[config.mk]
export PLATFORM = sky130hd
export DESIGN_NAME = keypad_scanner
export DESIGN_NICKNAME = d
export VERILOG_FILES = /design/src/rtl/keypad_scanner.sv
export SDC_FILE = /design/constraint.sdc
export NUM_CORES = 1
export LEC_CHECK = 0
export CAP_MARGIN = 30
export CORE_AREA = 5 5 71 73
export DETAILED_ROUTE_END_ITERATION = 7
export DIE_AREA = 0 0 76 78
export PLACE_DENSITY = 0.77
export SLEW_MARGIN = 15
export SYNTH_ARGS = -nofsm -noshare
export SYNTH_HDL_FRONTEND = slang
export SYNTH_SLANG_ARGS = --single-unit
[constraint.sdc]
create_clock -name clk -period 2.05 [get_ports clk]
set_input_delay 0.41 -clock clk [delete_from_list [all_inputs] [get_ports clk]]
set_output_delay 0.41 -clock clk [all_outputs]
set_load 0.05 [all_outputs]
[src/rtl/keypad_scanner.sv]
// keypad_scanner: 4x4 matrix keypad scanner with debounce.
//
// Drives one keypad column low at a time (one-cold), samples the
// synchronized rows once per scan tick and runs a four-state FSM that
// debounces both the press and the release of a single key.
//
// Ports
//   clk       : system clock, all logic on posedge
//   rst_n     : asynchronous active-low reset
//   row_in    : keypad rows, active-low, asynchronous to clk
//   col_out   : column drive, the selected column is 0
//   key_code  : last accepted key, row*4 + col
//   key_valid : one-clk pulse when a press is accepted
//   key_held  : high from press acceptance until release acceptance
module keypad_scanner #(
  parameter int SCAN_DIV       = 100000,
  parameter int DEBOUNCE_SCANS = 20
) (
  input  logic       clk,
  input  logic       rst_n,
  input  logic [3:0] row_in,
  output logic [3:0] col_out,
  output logic [3:0] key_code,
  output logic       key_valid,
  output logic       key_held
);

  localparam int DIV_W = (SCAN_DIV > 1) ? $clog2(SCAN_DIV) : 1;
  localparam int CNT_W = $clog2(DEBOUNCE_SCANS + 1);

  typedef enum logic [1:0] {SCAN, DEBOUNCE, HELD, RELEASE} state_t;

  // two-flop row synchronizer, idle level is all ones
  logic [3:0]       r_rows_m, r_rows_s;
  logic [DIV_W-1:0] r_div;
  logic             w_tick;

  state_t           r_state, w_state_n;
  logic [1:0]       r_col, w_col_n;
  logic [1:0]       r_cand_row, w_cand_row_n;
  logic [1:0]       r_cand_col, w_cand_col_n;
  logic [CNT_W-1:0] r_cnt, w_cnt_n;
  logic [3:0]       r_code, w_code_n;
  logic             r_valid, w_valid_n;
  logic             r_held, w_held_n;

  logic             w_idle, w_single;
  logic [1:0]       w_row_idx;
  logic             w_cnt_full;

  always_ff @(posedge clk or negedge rst_n) begin
    if (!rst_n) begin
      r_rows_m <= 4'hF;
      r_rows_s <= 4'hF;
    end else begin
      r_rows_m <= row_in;
      r_rows_s <= r_rows_m;
    end
  end

  // prescaler: 0..SCAN_DIV-1, tick on the terminal count
  assign w_tick = (r_div == DIV_W'(SCAN_DIV - 1));

  always_ff @(posedge clk or negedge rst_n) begin
    if (!rst_n)      r_div <= '0;
    else if (w_tick) r_div <= '0;
    else             r_div <= r_div + DIV_W'(1);
  end

  // sample classification: exactly one low row is a usable press
  always_comb begin
    w_idle    = (r_rows_s == 4'b1111);
    w_single  = 1'b1;
    w_row_idx = 2'd0;
    case (r_rows_s)
      4'b1110: w_row_idx = 2'd0;
      4'b1101: w_row_idx = 2'd1;
      4'b1011: w_row_idx = 2'd2;
      4'b0111: w_row_idx = 2'd3;
      default: w_single  = 1'b0;
    endcase
  end

  assign w_cnt_full = (r_cnt == CNT_W'(DEBOUNCE_SCANS));

  always_ff @(posedge clk or negedge rst_n) begin
    if (!rst_n) begin
      r_state    <= SCAN;
      r_col      <= 2'd0;
      r_cand_row <= 2'd0;
      r_cand_col <= 2'd0;
      r_cnt      <= '0;
      r_code     <= 4'd0;
      r_valid    <= 1'b0;
      r_held     <= 1'b0;
    end else begin
      r_state    <= w_state_n;
      r_col      <= w_col_n;
      r_cand_row <= w_cand_row_n;
      r_cand_col <= w_cand_col_n;
      r_cnt      <= w_cnt_n;
      r_code     <= w_code_n;
      r_valid    <= w_valid_n;
      r_held     <= w_held_n;
    end
  end

  // The full-count checks sit ahead of the tick checks so acceptance
  // happens on the clk after the count fills, even when SCAN_DIV is 1.
  // The count can therefore never be incremented past DEBOUNCE_SCANS.
  always_comb begin
    w_state_n    = r_state;
    w_col_n      = r_col;
    w_cand_row_n = r_cand_row;
    w_cand_col_n = r_cand_col;
    w_cnt_n      = r_cnt;
    w_code_n     = r_code;
    w_valid_n    = 1'b0;
    w_held_n     = r_held;
    case (r_state)
      SCAN: begin
        if (w_tick) begin
          if (w_single) begin
            w_cand_row_n = w_row_idx;
            w_cand_col_n = r_col;
            w_cnt_n      = CNT_W'(1);
            w_state_n    = DEBOUNCE;
          end else begin
            w_col_n = r_col + 2'd1;
          end
        end
      end
      DEBOUNCE: begin
        if (w_cnt_full) begin
          w_code_n  = {r_cand_row, r_cand_col};
          w_valid_n = 1'b1;
          w_held_n  = 1'b1;
          w_cnt_n   = '0;
          w_state_n = HELD;
        end else if (w_tick) begin
          if (w_single && (w_row_idx == r_cand_row)) begin
            w_cnt_n = r_cnt + CNT_W'(1);
          end else begin
            w_cnt_n   = '0;
            w_col_n   = r_col + 2'd1;
            w_state_n = SCAN;
          end
        end
      end
      HELD: begin
        if (w_tick && w_idle) begin
          w_cnt_n   = CNT_W'(1);
          w_state_n = RELEASE;
        end
      end
      RELEASE: begin
        if (w_cnt_full) begin
          w_held_n  = 1'b0;
          w_cnt_n   = '0;
          w_col_n   = r_col + 2'd1;
          w_state_n = SCAN;
        end else if (w_tick) begin
          if (w_idle) begin
            w_cnt_n = r_cnt + CNT_W'(1);
          end else begin
            w_cnt_n   = '0;
            w_state_n = HELD;
          end
        end
      end
      default: begin
        w_state_n = SCAN;
        w_cnt_n   = '0;
      end
    endcase
  end

  assign col_out   = ~(4'b0001 << r_col);
  assign key_code  = r_code;
  assign key_valid = r_valid;
  assign key_held  = r_held;

endmodule

== Yosys cells after proc, flatten, opt, wreduce, memory -nomap -nowiden ==
Cells that the tools add are included.
Word-level totals
  register bits: 44
  bits of input ports: 6
  output and inout bits: 10
Operators by class
  add/sub/neg operators: 3
  eq/ne operators: 24
  shifts and indexed selects: 1
  mux-type cells: 35
  bitwise operators: 1
  reductions and logical operators: 12
Operator list (count)
  5-bit 2-to-1 mux: 9
  2-bit 2-to-1 mux: 15
  5-bit one-hot mux with 4 select lines: 1
  2-bit inequality test, second input constant: 9
  17-bit by 1-bit adder with 17-bit output, second input constant: 1
  17-bit equality test, second input constant: 1
  17-bit 2-to-1 mux: 1
  4-bit equality test, second input constant: 4
  7-bit AND reduction: 2
  3-bit inequality test, second input constant: 4
  2-bit one-hot mux with 3 select lines: 2
  2-bit one-hot mux with 4 select lines: 1
  3-bit AND reduction: 2
  5-bit by 1-bit adder with 5-bit output, second input constant: 1
  5-bit equality test, second input constant: 1
  1-bit 2-to-1 mux: 5
  5-bit AND reduction: 1
  2-bit equality test, second input constant: 2
  4-bit by 3-bit equality test with 1-bit output, second input constant: 1
  4-bit NOT: 1
  4-bit OR reduction: 1
  1-bit by 2-bit left shift with 4-bit output, first input constant: 1
  3-bit nonzero test: 1
  2-bit by 1-bit adder with 2-bit output, second input constant: 1
  other kinds (7): 8

== Depth between registers and ports, before layout ==
  depth after elaboration: 8
  mapped depth: 9
  gate-level depth less buffers: 9

== Worst setup path before layout ==
No wires, ideal clock.
  kind: register to register
  start point: register r_div[0]
  end point: register r_col[1]
  setup time: 0.128 ns
  arrival: 1.915 ns
  required time: 1.922 ns
  path slack: 0.007 ns
  stages on the path, launching flop included: 8
  buffers on the path: 0
  cells stage by stage: dfrtp_1 -> ha_1 -> and4_4 -> nand2_2 -> nor3_4 -> o221ai_2 -> nor3b_4 -> mux2_1
On the way
  word-level cells in the longest chain between the ends: 3
Ends and longest elaborated chain
  start: declaration: RTL line 35  | logic [DIV_W-1:0] r_div;
  start signal: assignment: RTL line 67  | else r_div <= r_div + DIV_W'(1);
  17-bit equality test *: RTL line 62  | assign w_tick = (r_div == DIV_W'(SCAN_DIV - 1));
  2-bit inequality test (no line)
  7-bit AND reduction (no line) *
  end signal: assignment: RTL line 98  | r_col <= w_col_n;
  end: declaration: RTL line 39  | logic [1:0] r_col, w_col_n;
Mark *: on every way between the ends. The rest lies on a longest branch, timed or not.
A chain may end at the register's enable or synchronous reset.

== Worst setup path in the final report ==
  start point: register r_div[0]
  end point: register r_cnt[4]
On the way
  word-level cells in the longest chain between the ends: 4
Ends and longest elaborated chain
  17-bit equality test *: RTL line 62
  1-bit logical AND: RTL line 151  | if (w_tick && w_idle) begin
  2-bit inequality test (no line)
  5-bit AND reduction (no line) *
  end signal: assignment: RTL line 101  | r_cnt <= w_cnt_n;
  end: declaration: RTL line 42  | logic [CNT_W-1:0] r_cnt, w_cnt_n;
Marked as above.

==> metrics.md <==
| Metric | Value |
|---|---|
| Die area | between 5000 and 6000 um2 |
| EDFF count, synth | 0 |
| Cts-stage hold buffer count | 0 |
| Final Setup Violations | 1 |
| Cells after Synth | 201 |
| Row Count | 24 |
| Layout area overhead | 27.46% |
| Clk_skew | 0.009231 ns |
| Final worst slack | -0.006886 ns |
| Routed WL | approximately 4200 um |
| Placeable Area | ~4300 um2 |
| First-pass detailed-route iteration total | 4 |
| # diodes | 0 |
| Post-route cell area | 2776 um2 |
| Max VDD drop | 0.4040 mV |
| Setup WS pre-CTS | -0.07518 ns |
| First-pass GRT wire length | 7100 um |
| Filler instances | roughly 300 |
| Endpoints failing hold | 0 |
| Worst setup SP type | flip-flop |
| Initial core utilization | 0.5073 |
| Top-count cell post-synth | dfrtp_1 |
| Hold slack | around 0.17 ns |
| Clk Latency, worst-skew pair | 0.30 ns |
| Yosys top cell area share | 0.4136 |
| DIE WIDTH | 76 um |
| FF/Latch Area | 1111 um2 |
| Least-Margin Pin Slew | around 0.53 ns |
| Tcrit/Tclk final | 1.003 |
| Ranking of synthesized cells by area | dfrtp_1, dfstp_2, ha_1, xor2_1, nand2_1 |
| Clock slew at reported path FFs | approximately 0.08 ns |
| Slew Viols, Final | 0 |
| Vias per cell | ~5.5 |
| Tightest Hold Check Type | in -> async |
| Required time of the critical path | 2.23 ns |
| Rel. slew slack | 0.6473 |
| Clk buf depth | 2 |
| TritonCTS buffer count | 5 |
| RSZ-0062 raised after global routing | true |
| Post-route ant nets | 0 |
| WS Path Type | reg -> reg |
| Power, Total | 1622 uW |
| Period minus WS final | 2.057 ns |
| Largest fanout on the critical path | 5 |
| Placed cells | between 200 and 300 |
| Synth cell types | 46 |
| Post-Syn Area | between 2000 and 2500 um2 |
| Leakage Power | 0.001242 uW |
| Post-Syn Area per Cell | 10.84 um2 |
| Remaining DRCs | 0 |
| Largest stage delay on the critical path | 0.41 ns |
| GP Congestion | 0.7730 |
| Multi-input logic area | 1122 um2 |
| Synth Net Count | between 200 and 250 |
| WL per Instance | roughly 14 um |
| Buffers and inverters on the worst path | 1 |
| # nets final | 265 |
| Max Cap Viol | 0 |
| Vias | approximately 1700 |
| Iteration-0 DRC Markers | roughly 140 |
| Dominant synthesized flop cell | dfrtp_1 |
| Largest net degree at the start of global routing | 45 |
| Sink Count | 44 |
| DIE HEIGHT | 78 um |
| Synth async-reset ratio | 1.000 |
| Delay-heaviest family, CP | simple AND/OR/NAND/NOR gates |
| HPWL after DPL | 2898 um |
| Area post-placement | 2529 um2 |
| Vias in the first global route | 1585 |
| Fmax | 486.2 MHz |
| CTS tree | done |
| Initial antenna violation count | 0 |
| Critical Path Sink Type | flip-flop |
| Io pins | 16 |
| GRT Overall Usage | 0.1452 |
| Outcome | finished, violations left |
| Crit path max-delay cell type | nor4_4 |
| Violated checks | negative setup slack |
| Total grt overflow | 0 |
| Post-synth top cells | dfrtp_1, nand2_1, nor2_1 |
| Yosys reg bits | 44 |
| Critical path arrival | 2.24 ns |
| Port bufs | 15 |
| Final cell count without fillers | 300 |
| Yosys warns | 0 |
| Clock root buffer | clkbuf_8 |
| Post-synth top area cell | dfrtp_1 |
| Pwr per Cell Area | between 500 and 600 nW/um2 |
| Cell Chain, Critical Path | ha_2, and4_4, nand4b_1, buf_4, nor4_4, nor3_2, a22oi_2, o31ai_2 |
| Seq/Total Area, Yosys | 0.5101 |
| Ratio of cells with drive above 1 in the final layout | 0.3024 |
| # H-tree levels | 2 |
==> what timing repair did <==
| action | CTS | global route |
|---|---|---|
| gates resized for setup | 2 | 17 |
| setup endpoints to repair | 3 | 7 |
| buffers inserted | 0 | 4 |
| pin swaps | 1 | 5 |
| gates cloned | 0 | 1 |
==> final timing paths <==
| kind | startpoint | end | slack (ns) | cells past startpoint |
|---|---|---|---|---|
| max in group asynchronous | rst_n | r_rows_m[3]$_DFF_PN1_ | 1.50 | 2 |
| worst min-delay path | rst_n | r_div[2]$_DFF_PN0_ | 0.17 | 2 |
| min in group clk | r_rows_m[3]$_DFF_PN1_ | r_rows_s[3]$_DFF_PN1_ | 0.36 | 0 |
| worst min register to register | r_rows_m[3]$_DFF_PN1_ | r_rows_s[3]$_DFF_PN1_ | 0.36 | 0 |
| worst max-delay path | r_div[0]$_DFF_PN0_ | r_cnt[4]$_DFFE_PN0P_ | -0.007 | 8 |
| worst max register to register | r_div[0]$_DFF_PN0_ | r_cnt[4]$_DFFE_PN0P_ | -0.007 | 8 |
==> area by class of cell <==
cell class,instances,area share
Timing Repair Buffer,38,0.1109
Inverter,13,0.01758
Sequential cell,44,0.4002
Multi-Input combinational cell,145,0.4042
Clock buffer,6,0.02974
Tap cell,52,0.02343
Clock inverter,2,0.01397
==> state kept, by name (all words and copies together), names as in the netlist <==
| signal | flops |
|---|---|
| key_valid | 1 |
| r_cand_row | 2 |
| key_held | 1 |
| key_code | 4 |
| r_rows_s | 4 |
| r_cnt | 5 |
| r_state | 2 |
| r_div | 17 |
| r_rows_m | 4 |
| r_cand_col | 2 |
| r_col | 2 |
==> cell usage in the layout, fill, tap and decap left out, types with 4 or more instances in the layout <==
master           synthesis  routed
xnor2_1                  5       5
xor2_1                  11      11
nand2_1                 24      23
nand3_1                  9       9
nor2_1                  16      15
clkdlybuf4s50_1          0      10
ha_1                    12      10
clkbuf_8                 0       6
o21ai_0                  9       9
buf_4                    0      27
dfstp_2                  8       8
a21oi_1                  5       4
inv_1                   12      12
dfrtp_1                 36      36
==> per-stage QoR <==
stage / setup TNS [ns] / utilization
finish: -0.006886 / 0.6466
detailed placement: -0.07518 / 0.5889
CTS: 0 / 0.6192
global placement: -0.05475 / 0.5889
global route: -0.4033 / 0.6466
floorplan: 0 / -
==> per-layer routing <==
layer / GRT usage / vias to the layer above / part of all wire
met2: 0.2295 / 42 / 0.47
li1: - / 795 / -
met5: 0 / - / 0
met4: 0.05872 / 0 / 0.030
met1: 0.1881 / 802 / 0.45
met3: 0.04051 / 12 / 0.048
==> where the power goes <==
| group | switching (uW) | total [uW] | internal (uW) |
|---|---|---|---|
| logic | 31.5 | 48.9 | 17.4 |
| registers | 7.42 | 889 | 882 |
| clock network | 286 | 684 | 398 |
==> cells by family after synthesis <==
family                     after synthesis  share of synthesized area
AOI/OAI and AO/OA                       30                    0.09936
adders and majority gates               12                    0.06892
and+or+nand+nor                         82                     0.2148
buffers and inverters                   13                    0.02240
muxes                                    4                    0.02010
DFF                                     44                     0.5100
xor gates and xnor gates                16                    0.06433
Note: power is estimated with default switching activity, not from simulation.
